<file path="src/rtl/ps2_pkg.sv">
// ps2_pkg: shared constants and frame FSM state for the PS/2 keyboard receiver
package ps2_pkg;
    localparam logic [7:0] PS2_BREAK = 8'hF0;
    localparam logic [7:0] PS2_EXT = 8'hE0;
    localparam int KEY_EVT_W = 9;
    typedef enum logic [1:0] {IDLE, SHIFT, CHECK} frame_state_t;
endpackage

</file>
<file path="src/rtl/ps2_evt_fifo.sv">
// ps2_evt_fifo: synchronous key-event FIFO with a registered head output
module ps2_evt_fifo
    import ps2_pkg::*;
#(
    parameter int DEPTH = 8,
    parameter int W = KEY_EVT_W
) (
    input  logic                     clk,
    input  logic                     rstn,
    input  logic                     push,
    input  logic [W-1:0]             din,
    input  logic                     pop,
    output logic [W-1:0]             dout,
    output logic                     empty,
    output logic [$clog2(DEPTH):0]   count
);
    localparam int AW = $clog2(DEPTH);
    logic [W-1:0] mem [DEPTH];
    logic [AW-1:0] wr_ptr, rd_ptr, rd_nxt;
    logic [AW:0] cnt_nxt;
    logic full, pop_ok, push_ok;
    assign empty = count == '0;
    assign full = count == (AW+1)'(DEPTH);
    assign pop_ok = pop & ~empty;
    // a full FIFO still accepts a push when the head leaves on the same edge
    assign push_ok = push & (~full | pop_ok);
    assign rd_nxt = rd_ptr + AW'(pop_ok);
    assign cnt_nxt = count + (AW+1)'(push_ok) - (AW+1)'(pop_ok);
    always_ff @(posedge clk) begin
        if (push_ok) mem[wr_ptr] <= din;
    end
    always_ff @(posedge clk) begin
        if (!rstn) begin
            wr_ptr <= '0;
            rd_ptr <= '0;
            count <= '0;
            dout <= '0;
        end else begin
            wr_ptr <= wr_ptr + AW'(push_ok);
            rd_ptr <= rd_nxt;
            count <= cnt_nxt;
            // head tracks the next entry; when draining to empty it keeps its last value
            if (cnt_nxt != '0) dout <= (count == (AW+1)'(pop_ok)) ? din : mem[rd_nxt];
        end
    end
endmodule

</file>
<file path="src/rtl/ps2_kbd_rx.sv">
// ps2_kbd_rx: PS/2 keyboard frame receiver with break-prefix folding and event FIFO
module ps2_kbd_rx
    import ps2_pkg::*;
#(
    parameter int FIFO_DEPTH = 8,
    parameter int TIMEOUT_CYC = 50000
) (
    input  logic                 clk,
    input  logic                 rstn,
    input  logic                 ps2_clk,
    input  logic                 ps2_data,
    output logic [KEY_EVT_W-1:0] data,
    output logic                 ready,
    input  logic                 nextdata_n,
    output logic                 overflow,
    output logic                 frame_err
);
    localparam int AW = $clog2(FIFO_DEPTH);
    localparam int TW = $clog2(TIMEOUT_CYC + 1);
    logic [2:0] clk_s, dat_s;
    logic fall, bit_in, valid, push, full, empty, pop_ok, break_pending;
    logic [3:0] bitcnt;
    logic [9:0] shreg;
    logic [7:0] code;
    logic [TW-1:0] wd;
    logic [AW:0] fill;
    frame_state_t state;
    assign fall = clk_s[2] & ~clk_s[1];
    assign bit_in = dat_s[2];
    // shreg holds {stop, parity, byte} once the tenth bit has shifted in
    assign code = shreg[7:0];
    assign valid = (^shreg[8:0]) & shreg[9];
    assign push = (state == CHECK) & valid & (code != PS2_BREAK) & (code != PS2_EXT);
    assign full = fill == (AW+1)'(FIFO_DEPTH);
    assign ready = ~empty;
    assign pop_ok = ~nextdata_n & ~empty;
    always_ff @(posedge clk) begin
        if (!rstn) begin
            clk_s <= 3'b111;
            dat_s <= 3'b111;
            state <= IDLE;
            bitcnt <= '0;
            shreg <= '0;
            wd <= '0;
            break_pending <= 1'b0;
            frame_err <= 1'b0;
            overflow <= 1'b0;
        end else begin
            clk_s <= {clk_s[1:0], ps2_clk};
            dat_s <= {dat_s[1:0], ps2_data};
            frame_err <= 1'b0;
            overflow <= pop_ok ? 1'b0 : (push & full) ? 1'b1 : overflow;
            case (state)
                IDLE: begin
                    wd <= '0;
                    if (fall && !bit_in) begin
                        state <= SHIFT;
                        bitcnt <= '0;
                    end
                end
                SHIFT: begin
                    if (fall) begin
                        shreg <= {bit_in, shreg[9:1]};
                        wd <= '0;
                        bitcnt <= bitcnt + 4'd1;
                        if (bitcnt == 4'd9) state <= CHECK;
                    end else if (wd == TW'(TIMEOUT_CYC - 1)) begin
                        state <= IDLE;
                        frame_err <= 1'b1;
                    end else begin
                        wd <= wd + TW'(1);
                    end
                end
                CHECK: begin
                    state <= IDLE;
                    frame_err <= ~valid;
                    if (valid && code == PS2_BREAK) break_pending <= 1'b1;
                    else if (push) break_pending <= 1'b0;
                end
                default: state <= IDLE;
            endcase
        end
    end
    ps2_evt_fifo #(.DEPTH(FIFO_DEPTH), .W(KEY_EVT_W)) u_fifo (
        .clk(clk),
        .rstn(rstn),
        .push(push),
        .din({break_pending, code}),
        .pop(~nextdata_n),
        .dout(data),
        .empty(empty),
        .count(fill)
    );
endmodule
</file>
<file path="config.mk">
export PLATFORM = sky130hd
export DESIGN_NAME = ps2_kbd_rx
export DESIGN_NICKNAME = d
export VERILOG_FILES = /design/src/rtl/ps2_pkg.sv /design/src/rtl/ps2_evt_fifo.sv /design/src/rtl/ps2_kbd_rx.sv
export SDC_FILE = /design/constraint.sdc
export NUM_CORES = 1
export LEC_CHECK = 0
export CORE_MARGIN = 2
export CORE_UTILIZATION = 40
export DETAILED_ROUTE_END_ITERATION = 16
export DONT_BUFFER_PORTS = 1
export SLEW_MARGIN = 40
export SYNTH_ARGS = -nofsm -noshare
export SYNTH_HDL_FRONTEND = slang
export SYNTH_SLANG_ARGS = --single-unit
export TNS_END_PERCENT = 5
</file>
<file path="constraint.sdc">
create_clock -name clk -period 4.19 [get_ports clk]
set_clock_uncertainty 0.05 [all_clocks]
set_input_delay 0.419 -clock clk [delete_from_list [all_inputs] [get_ports clk]]
set_output_delay 0.419 -clock clk [all_outputs]
set_load 0.02 [all_outputs]
</file>
==> results.cfg, run 1 <==
[drt]
drt-pass1-iter-count = 4
antenna_left = 0
route.vias.total = 3479
drt_wl_total_um = 11800
drc = 0
viasPerCell = 5.36
drt_iter0_drc = 274
wl_per_cell_um = 18.2

[floorplanning]
start_util_pct = 41.0
die_h_um = 123
ios = 17
fp.dieW_um = 123
die_area_mm2 = 0.0152
core_area_mm2 = 0.0139
rows = 43

[setup_path]
crit_arrival_ps = 3990
max_stage_delay_ps = 580
critPathMostFrequentCell = inv_1
r2r-start = shreg[3]$_SDFFE_PN0P_
end_kind = flip-flop
crit_type = flip-flop to flip-flop
rrSetupSlack_ps = 500
startpoint_type = flip-flop
reg2reg_to = u_fifo.dout[0]$_SDFFE_PN0P_
rr_worst_depth = 13
crit_chain = inv_1, ha_1, xnor3_1, xnor2_1, and3_1, nand3_1, inv_1, ha_1, inv_1, fa_1, xnor2_1, nor4_4, a22o_1
worstPathMaxFanout = 11
crit_slowest_cell = nor4_4
cp.required_ps = 4490

[power_and_ir_drop]
swShare_pct = 28.6
ir_worst_vdd_mv = 0.288
p_leak_nw = 2.40
clock_power_share_pct = 39.1
comb_power_share_pct = 24.3
pwr-share-seq_pct = 36.6
cellPowerDensity_mw_per_mm2 = 616
p_int_mw = 2.91
p_sw_mw = 1.16

[cells_and_area]
final_cell_area_mm2 = 0.00662
diodes = 0
fillers = 1218
num-nets-final = 483
seq_area_mm2 = 0.00336
drive_above_1_share_pct = 16.8
multi_input_area_mm2 = 0.00221
syn2layout_area_growth_pct = 16.3
final_core_util_pct = 47.7

[yosys]
syn-instance-count = 442
netlist_area_mm2 = 0.00570
ys_top_cells_by_count = edfxtp_1 (72), dfxtp_1 (60), nor2_1 (39), a21oi_1 (30), ha_1 (21)
synth_edf_count = 72
yosysTopAreaCell = edfxtp_1
avgSynthCellArea_um2 = 12.9
synthDominantCellAreaShare_pct = 38.0
ys_types = 54
synth_flop_cell = edfxtp_1
synth_seq_cells = 132
yosysWarningCount = 0
yosysSeqAreaShare_pct = 59.1
syn_nets = 469
yosys-top-cells-area = edfxtp_1 (38%), dfxtp_1 (21%), mux4_2 (7.1%)
post-synth-top-count-cell = edfxtp_1
async_flop_share_pct = 0

[cts]
cts_made_buffers = 17
cts_sinks = 132
post_cts_buffers = 0
root_buffer = clkbuf_16
holdBufCountCts = 0
htree_levels = 4
cts_resized = 0
insertion_delay_ps = 420
cts_tree = done
cts_buffer_depth = 2
clk_pin_slew_ps = 60

[sta]
relSlewSlack_pct = 49.1
finalHoldViolCount = 0
setup_viol = 0
tightest_slew_ps = 762
tns_ps = 0
post-route-period-util_pct = 88.0
slew_viol_final = 0
fin_crit_ps = 3690
max_freq_mhz = 271
rsz0062_at_grt = false

[global_route]
grt_pass1_wl_um = 18700
grt_util_all_layers_pct = 16.9
grt_overflow = 0
grt_pass1_vias = 3466
antenna_found_initial = 0
grt_max_degree = 28

[run]
maxCapViolCount = 0

[placed_design]
hpwl_um = 7400
post_dp_cell_area_mm2 = 0.00596
io_buffers = 0
gp_congestion = 0.797

[hold_path]
hold_depth = 1
min_path_type = input pin to flip-flop
worstHoldEndpoint = dat_s[0]$_SDFF_PN1_
min_from = rstn

[status]
outcome = complete, no violations
==> cells in the final DEF, fill, tap and decap left out, types with 2 or more instances in the layout <==
cell / synthesis / layout
a211oi_1: 5 / 5
a21o_1: 2 / 2
a21oi_1: 30 / 30
a21oi_2: 2 / 2
a22o_1: 9 / 9
a311oi_1: 2 / 2
a31oi_1: 7 / 7
and2_1: 9 / 9
and3_1: 7 / 7
and4b_1: 2 / 2
buf_4: 1 / 13
bufinv_16: 0 / 4
clkbuf_16: 0 / 17
clkbuf_8: 0 / 2
clkinv_4: 0 / 2
clkinvlp_4: 0 / 2
dfxtp_1: 60 / 60
edfxtp_1: 72 / 72
ha_1: 21 / 21
inv_1: 19 / 19
inv_6: 0 / 4
mux2i_1: 15 / 15
mux4_2: 18 / 18
nand2_1: 15 / 15
nand2b_1: 11 / 11
nand3_1: 8 / 7
nand3b_1: 4 / 4
nand4_1: 4 / 4
nand4b_1: 3 / 3
nor2_1: 39 / 39
nor3_1: 11 / 11
nor4_1: 3 / 2
nor4_2: 2 / 2
nor4_4: 1 / 2
nor4b_2: 0 / 3
o211a_1: 2 / 2
o211ai_1: 2 / 2
o21ai_0: 12 / 12
xnor2_1: 5 / 5
xor2_1: 3 / 3
==> power by group through the flow <==
stage	sequential (mW)	clock (mW)	combinational (mW)
global route	1.50	1.68	1.10
floorplan	1.51	0	0.788
CTS	1.50	1.63	0.983
finish	1.49	1.59	0.990
global placement	1.52	0	0.971
detailed placement	1.52	0	0.976
==> stage by stage <==
stage / instances / setup WS, ps / hold slack, ps / power [mW]
2_1_floorplan: 442 / 749 / 336 / 2.30
3_3_place_gp: 617 / 503 / 351 / 2.49
3_5_place_dp: 617 / 333 / 353 / 2.50
4_1_cts: 649 / 277 / 9.02 / 4.10
5_1_grt: 649 / 226 / 12.1 / 4.28
6_report: 649 / 504 / 35.0 / 4.08
==> kinds of logic (layout without fill, tap and decap cells) <==
family | count (synthesis) | after routing | synth area share [%]
buffers and inverters | 38 | 65 | 2.75
AND/OR/NAND/NOR | 127 | 127 | 12.3
AO/OA/AOI/OAI | 80 | 80 | 9.23
adder cells (fa/ha/maj) | 22 | 22 | 4.96
flip-flops | 132 | 132 | 59.1
XOR/XNOR | 10 | 10 | 1.91
multiplexers | 33 | 33 | 9.75
==> worst max-delay path, delay by kind of cell, from the launching register on <==
kind	cells	cell delay, ps
xor gates and xnor gates	3	630
and+or+nand+nor	3	970
DFF	1	520
AOI/OAI and AO/OA	1	240
adders and majority gates	3	890
buffers and inverters	3	320
==> how the worst max path moves through the flow <==
| stage | slack (ps) | endpoint | cells past startpoint | from |
|---|---|---|---|---|
| 5_1_grt | 230 | u_fifo.dout[3]$_SDFFE_PN0P_ | 13 | shreg[4]$_SDFFE_PN0P_ |
| 3_5_place_dp | 330 | u_fifo.dout[1]$_SDFFE_PN0P_ | 13 | shreg[2]$_SDFFE_PN0P_ |
| 6_report | 500 | u_fifo.dout[0]$_SDFFE_PN0P_ | 13 | shreg[3]$_SDFFE_PN0P_ |
| 3_3_place_gp | 500 | u_fifo.dout[6]$_SDFFE_PN0P_ | 13 | shreg[2]$_SDFFE_PN0P_ |
| 4_1_cts | 280 | u_fifo.dout[1]$_SDFFE_PN0P_ | 13 | shreg[3]$_SDFFE_PN0P_ |
| 2_1_floorplan | 750 | u_fifo.dout[0]$_SDFFE_PN0P_ | 13 | shreg[1]$_SDFFE_PN0P_ |
==> registers in the layout (all words and copies together) (netlist names) <==
register,cells
dat_s,3
frame_err,1
overflow,1
state,2
wd,16
u_fifo.dout,9
bitcnt,4
clk_s,3
u_fifo.wr_ptr,3
u_fifo.count,4
shreg,10
u_fifo.rd_ptr,3
u_fifo.mem,72
break_pending,1
==> metal layers <==
layer  vias up  share of wire (%)  track usage, %  wire, um
met5         -                  0               0         0
met4         0               0.84            5.68        99
met3         7                4.4            4.66       524
met2        65                 50            27.4      5910
met1      1707                 45            21.8      5280
li1       1700                  -               -         -
==> area by class of cell <==
type,count,share of cell area (%)
Tap cell,180,3.40
Clock inverter,13,2.91
Multi-Input combinational cell,272,33.4
Sequential cell,132,50.8
Clock buffer,19,6.84
Timing Repair Buffer,13,1.47
Inverter,20,1.13
(Power assumes the default switching activity.)
==> inputs of run 2 (changes only) <==
Settings changed: GPL_TIMING_DRIVEN set to 1, SYNTH_HIERARCHICAL set to 1.
==> results.cfg, run 2 <==
[sta]
relSlewSlack_pct = 48.0
rsz0062_at_grt = false
setup_viol = 0
max_freq_mhz = 271
fin_crit_ps = 3690
post-route-period-util_pct = 88.1
finalHoldViolCount = 0
slew_viol_final = 0
tns_ps = 0
tightest_slew_ps = 779
layout_setup_ws_ps = 500

[yosys]
yosysSeqAreaShare_pct = 57.7
synth_edf_count = 72
ys_types = 58
yosys-top-cells-area = edfxtp_1 (37%), dfxtp_1 (21%), ha_1 (4.3%)
syn-instance-count = 488
yosysTopAreaCell = edfxtp_1
avgSynthCellArea_um2 = 11.9
yosysWarningCount = 6
syn_nets = 514
async_flop_share_pct = 0
post-synth-top-count-cell = edfxtp_1
netlist_area_mm2 = 0.00583
synth_flop_cell = edfxtp_1
synthDominantCellAreaShare_pct = 37.1
synth_seq_cells = 132
ys_top_cells_by_count = edfxtp_1 (72), dfxtp_1 (60), nand2_1 (48), inv_1 (31), nand3_1 (25)

[cells_and_area]
final_cell_mix = edfxtp_1 (72), dfxtp_1 (60), nand2_1 (48)
drive_above_1_share_pct = 12.8
largest_register_ffs = 72
top_regs = u_fifo/mem x72, wd x16, shreg x10
diodes = 0
num-nets-final = 535
final_common_cell = edfxtp_1
final_core_util_pct = 46.5
regMostFlops = u_fifo/mem
multi_input_area_mm2 = 0.00228
seq_area_mm2 = 0.00336
fillers = 1296
syn2layout_area_growth_pct = 14.6
fin_cells = 706

[power_and_ir_drop]
swShare_pct = 29.8
p_leak_nw = 2.37
clock_power_share_pct = 39.0
pwr-share-seq_pct = 41.7
ir_worst_vdd_mv = 0.297
cellPowerDensity_mw_per_mm2 = 539
comb_power_share_pct = 19.4
p_int_mw = 2.53
p_sw_mw = 1.07

[drt]
antenna_left = 0
drt_wl_total_um = 11700
route.vias.total = 3752
viasPerCell = 5.31
drt_iter0_drc = 326
drc = 0
drt-pass1-iter-count = 4
wl_per_cell_um = 16.6

[global_route]
grt_pass1_wl_um = 19200
grt_util_all_layers_pct = 15.7
grt_overflow = 0
grt_max_degree = 53
antenna_found_initial = 0
grt_pass1_vias = 3702

[placed_design]
dp_cells = 674
io_buffers = 0
gp_congestion = 0.786
dp_slack_ps = 392
hpwl_um = 7610

[floorplanning]
rows = 44
core_area_mm2 = 0.0144
ios = 17
fp.dieW_um = 125
die_area_mm2 = 0.0155
die_h_um = 125
start_util_pct = 40.5

[cts]
cts_made_buffers = 17
cts_buffer_depth = 2
cts_sinks = 132
cts_tree = done
insertion_delay_ps = 420
holdBufCountCts = 0
root_buffer = clkbuf_16
htree_levels = 4
post_cts_buffers = 0
cts_resized = 0
clk_pin_slew_ps = 60

[setup_path]
end_kind = flip-flop
r2r-start = shreg[0]$_SDFFE_PN0P_
crit_type = flip-flop to flip-flop
reg2reg_to = u_fifo/dout[6]$_SDFFE_PN0P_
startpoint_type = flip-flop
rr_worst_depth = 16
rrSetupSlack_ps = 500
crit_arrival_ps = 3980
worstPathMaxFanout = 9
setup.worst_path.start = shreg[0]$_SDFFE_PN0P_
cp.required_ps = 4480

[hold_path]
min_from = rstn
hold_depth = 1
min_path_type = input pin to flip-flop
worstHoldEndpoint = dat_s[2]$_SDFF_PN1_

[status]
outcome = complete, no violations

[run]
maxCapViolCount = 0
==> run 2: logic make-up after synthesis <==
| family | after synthesis | share of synthesized area, % |
|---|---|---|
| fa+ha+maj | 21 | 4.64 |
| buf+inv | 46 | 3.39 |
| xor+xnor | 10 | 2.06 |
| compound gates | 85 | 10.5 |
| flops | 132 | 57.7 |
| simple gates | 173 | 15.5 |
| mux | 21 | 6.14 |
==> run 2: power groups by stage <==
stage | Clock (mW) | Combinational, mW | Sequential [mW]
after floorplan | 0 | 0.520 | 1.51
after global placement | 0 | 0.667 | 1.53
after detailed placement | 0 | 0.669 | 1.53
after CTS | 1.43 | 0.682 | 1.50
after global routing | 1.49 | 0.754 | 1.51
final | 1.40 | 0.698 | 1.50
==> run 2: how the worst max path moves through the flow <==
stage	end	slack [ps]	cells after the start
6_report	u_fifo/dout[6]$_SDFFE_PN0P_	500	16
5_1_grt	u_fifo/dout[6]$_SDFFE_PN0P_	120	16
4_1_cts	u_fifo/dout[6]$_SDFFE_PN0P_	320	16
3_5_place_dp	u_fifo/dout[2]$_SDFFE_PN0P_	390	16
3_3_place_gp	u_fifo/dout[1]$_SDFFE_PN0P_	460	16
2_1_floorplan	u_fifo/dout[0]$_SDFFE_PN0P_	590	17
==> run 2: cell type report <==
cell class / count / area share (%)
clock buffers: 19 / 6.48
well taps: 184 / 3.45
clock inverters: 13 / 1.87
multi-input cells: 310 / 34.2
repair buffers: 17 / 1.91
flip-flops and latches: 132 / 50.4
inverters: 31 / 1.74
==> run 2: metal layers <==
metal	share of wire (%)	up-vias	global-route usage [%]
met5	0	-	0
met1	45	1812	20.3
li1	-	1851	-
met4	1.9	0	6.87
met3	4.3	16	4.04
met2	48	73	24.9
==> run 2: through the flow <==
| stage | area (um2) | hold slack [ps] | total power, mW |
|---|---|---|---|
| 2_1_floorplan | 5830 | 336 | 2.03 |
| 3_3_place_gp | 6100 | 340 | 2.19 |
| 3_5_place_dp | 6110 | 346 | 2.20 |
| 4_1_cts | 6670 | 11.5 | 3.61 |
| 5_1_grt | 6680 | 16.8 | 3.75 |
| 6_report | 6680 | 48.6 | 3.60 |
==> run 2: critical path: stages, from the launching register on <==
cell and delay [ps]:
dfxtp_1 330, inv_1 50, ha_1 300, xnor3_1 350, xnor2_1 210, nand3_1 180, nor2_1 140, inv_1 70
nand3_1 150, nand2_1 80, ha_1 240, fa_1 440, xor2_1 160, nor3_1 160, inv_1 80, or3_4 430
o22ai_1 200
==> inputs of run 3 (changes only) <==
Settings changed: ABC_AREA set to 1, CORE_UTILIZATION 40 to 34.
==> results.cfg, run 3 <==
[power_and_ir_drop]
p_leak_nw = 2.88
ir_worst_vdd_mv = 0.315
cellPowerDensity_mw_per_mm2 = 681

[floorplanning]
die_h_um = 140
fp.dieW_um = 140
core_area_mm2 = 0.0181
rows = 49
ios = 17
start_util_pct = 34.8
die_area_mm2 = 0.0196

[placed_design]
io_buffers = 0
dp_slack_ps = 577
gp_congestion = 0.835
hpwl_um = 8570

[cts]
htree_levels = 4
cts_sinks = 132
clk_pin_slew_ps = 60
post_cts_buffers = 0
cts_made_buffers = 17
cts_tree = done
holdBufCountCts = 0
cts_buffer_depth = 2
insertion_delay_ps = 430
root_buffer = clkbuf_16
cts_resized = 0

[cells_and_area]
syn2layout_area_growth_pct = 13.3
final_cell_mix = nand2_1 (197), inv_1 (75), nor2_1 (73)
num-nets-final = 761
drive_above_1_share_pct = 11.9
regMostFlops = u_fifo/mem
top_regs = u_fifo/mem x72, wd x16, shreg x10
largest_register_ffs = 72
final_common_cell = nand2_1
fillers = 1799
diodes = 0
final_core_util_pct = 39.4

[run]
maxCapViolCount = 0

[sta]
relSlewSlack_pct = 45.6
fin_crit_ps = 3590
setup_viol = 0
max_freq_mhz = 278
hold_ws_ps = 32.7
finalHoldViolCount = 0
rsz0062_at_grt = false
tightest_slew_ps = 815
layout_setup_ws_ps = 597
post-route-period-util_pct = 85.7
slew_viol_final = 0
tns_ps = 0

[status]
outcome = complete, but fails checks
violations = DRC

[yosys]
synth_seq_cells = 132
yosysWarningCount = 6
async_flop_share_pct = 0
syn_nets = 750
post-synth-top-count-cell = nand2_1
yosys-top-cells-area = edfxtp_1 (34%), dfxtp_1 (19%), nand2_1 (12%)
synth_edf_count = 72
ys_top_cells_by_count = nand2_1 (197), inv_1 (75), nor2_1 (73), edfxtp_1 (72), dfxtp_1 (60)
syn-instance-count = 724
synth_flop_cell = edfxtp_1
avgSynthCellArea_um2 = 8.69
synthDominantCellAreaShare_pct = 34.4
ys_types = 44
yosysTopAreaCell = edfxtp_1
yosysSeqAreaShare_pct = 53.5
netlist_area_mm2 = 0.00629

[setup_path]
cp_num_buf_inv = 3
critPathTopFamily = adder cells
rr_worst_depth = 17
critPathMostFrequentCell = inv_1
reg2reg_to = u_fifo/dout[2]$_SDFFE_PN0P_
worstPathMaxFanout = 17
rrSetupSlack_ps = 600
crit_arrival_ps = 3870
startpoint_type = flip-flop
r2r-start = shreg[0]$_SDFFE_PN0P_
cp.required_ps = 4460
crit_type = flip-flop to flip-flop
crit_chain = inv_1, ha_1, xor2_1, nand3_1, nand4_1, inv_1, inv_1, a31oi_4, nand2_1, nand2_1, ha_1, fa_1, or2_4, nor2_4, nand3_4, o21ai_1, nor2_1
end_kind = flip-flop
crit_slowest_cell = dfxtp_1
max_stage_delay_ps = 510

[drt]
route.vias.total = 4616
drt_iter0_drc = 255
viasPerCell = 4.72
drc = 2
drt-pass1-iter-count = 11
wl_per_cell_um = 14.2
drt_wl_total_um = 13800
antenna_left = 0

[global_route]
grt_overflow = 0
antenna_found_initial = 0
grt_pass1_vias = 4396
grt_max_degree = 38
grt_util_all_layers_pct = 14.9
grt_pass1_wl_um = 22600

[hold_path]
min_from = rstn
hold_depth = 1
min_path_type = input pin to flip-flop
worstHoldEndpoint = clk_s[2]$_SDFF_PN1_
run 3: through the flow:
step | instances | total power [mW] | area [um2]
3_3_place_gp | 945 | 3.39 | 6530
5_1_grt | 977 | 5.22 | 7130
4_1_cts | 977 | 4.89 | 7130
2_1_floorplan | 724 | 3.11 | 6290
6_report | 977 | 4.85 | 7130
3_5_place_dp | 945 | 3.41 | 6530
run 3: worst max path at each step:
stage | from | to | slack [ps] | cells after the start
3_3_place_gp | shreg[0]$_SDFFE_PN0P_ | u_fifo/dout[1]$_SDFFE_PN0P_ | 710 | 17
4_1_cts | shreg[0]$_SDFFE_PN0P_ | u_fifo/dout[8]$_SDFFE_PN0P_ | 600 | 17
2_1_floorplan | shreg[4]$_SDFFE_PN0P_ | u_fifo/dout[6]$_SDFFE_PN0P_ | 980 | 20
5_1_grt | shreg[4]$_SDFFE_PN0P_ | u_fifo/dout[3]$_SDFFE_PN0P_ | 290 | 19
6_report | shreg[0]$_SDFFE_PN0P_ | u_fifo/dout[2]$_SDFFE_PN0P_ | 600 | 17
3_5_place_dp | shreg[0]$_SDFFE_PN0P_ | u_fifo/dout[8]$_SDFFE_PN0P_ | 580 | 17
run 3: cells by family after synthesis:
family | synth area share, %
flip-flops | 53.5
adder cells (fa/ha/maj) | 4.30
AND/OR/NAND/NOR | 26.5
buffers and inverters | 7.14
XOR/XNOR | 0.697
AO/OA/AOI/OAI | 7.84
run 3: where the power goes:
| part | internal, mW | total, mW | switching [mW] | leakage [nW] |
|---|---|---|---|---|
| Clock | 0.891 | 1.48 | 0.588 | 0.294 |
| Combinational | 0.561 | 1.82 | 1.26 | 1.44 |
| Sequential | 1.45 | 1.55 | 0.104 | 1.14 |
| Total | 2.90 | 4.85 | 1.95 | 2.88 |
run 3: area by class of cell:
class	count	area [um2]	area share [%]
flip-flops and latches	132	3360	47.2
multi-input cells	489	2480	34.7
clock buffers	20	478	6.71
inverters	82	308	4.32
well taps	229	287	4.02
clock inverters	12	118	1.65
repair buffers	13	97.6	1.37
run 3: layer usage:
metal | share of wire, % | vias up | wire [um] | global-route usage [%]
met5 | 0 | - | 0 | 0
met3 | 3.7 | 29 | 508 | 4.10
met1 | 48 | 2121 | 6650 | 19.3
met4 | 2.9 | 0 | 403 | 6.70
met2 | 45 | 74 | 6280 | 23.5
li1 | - | 2392 | - | -
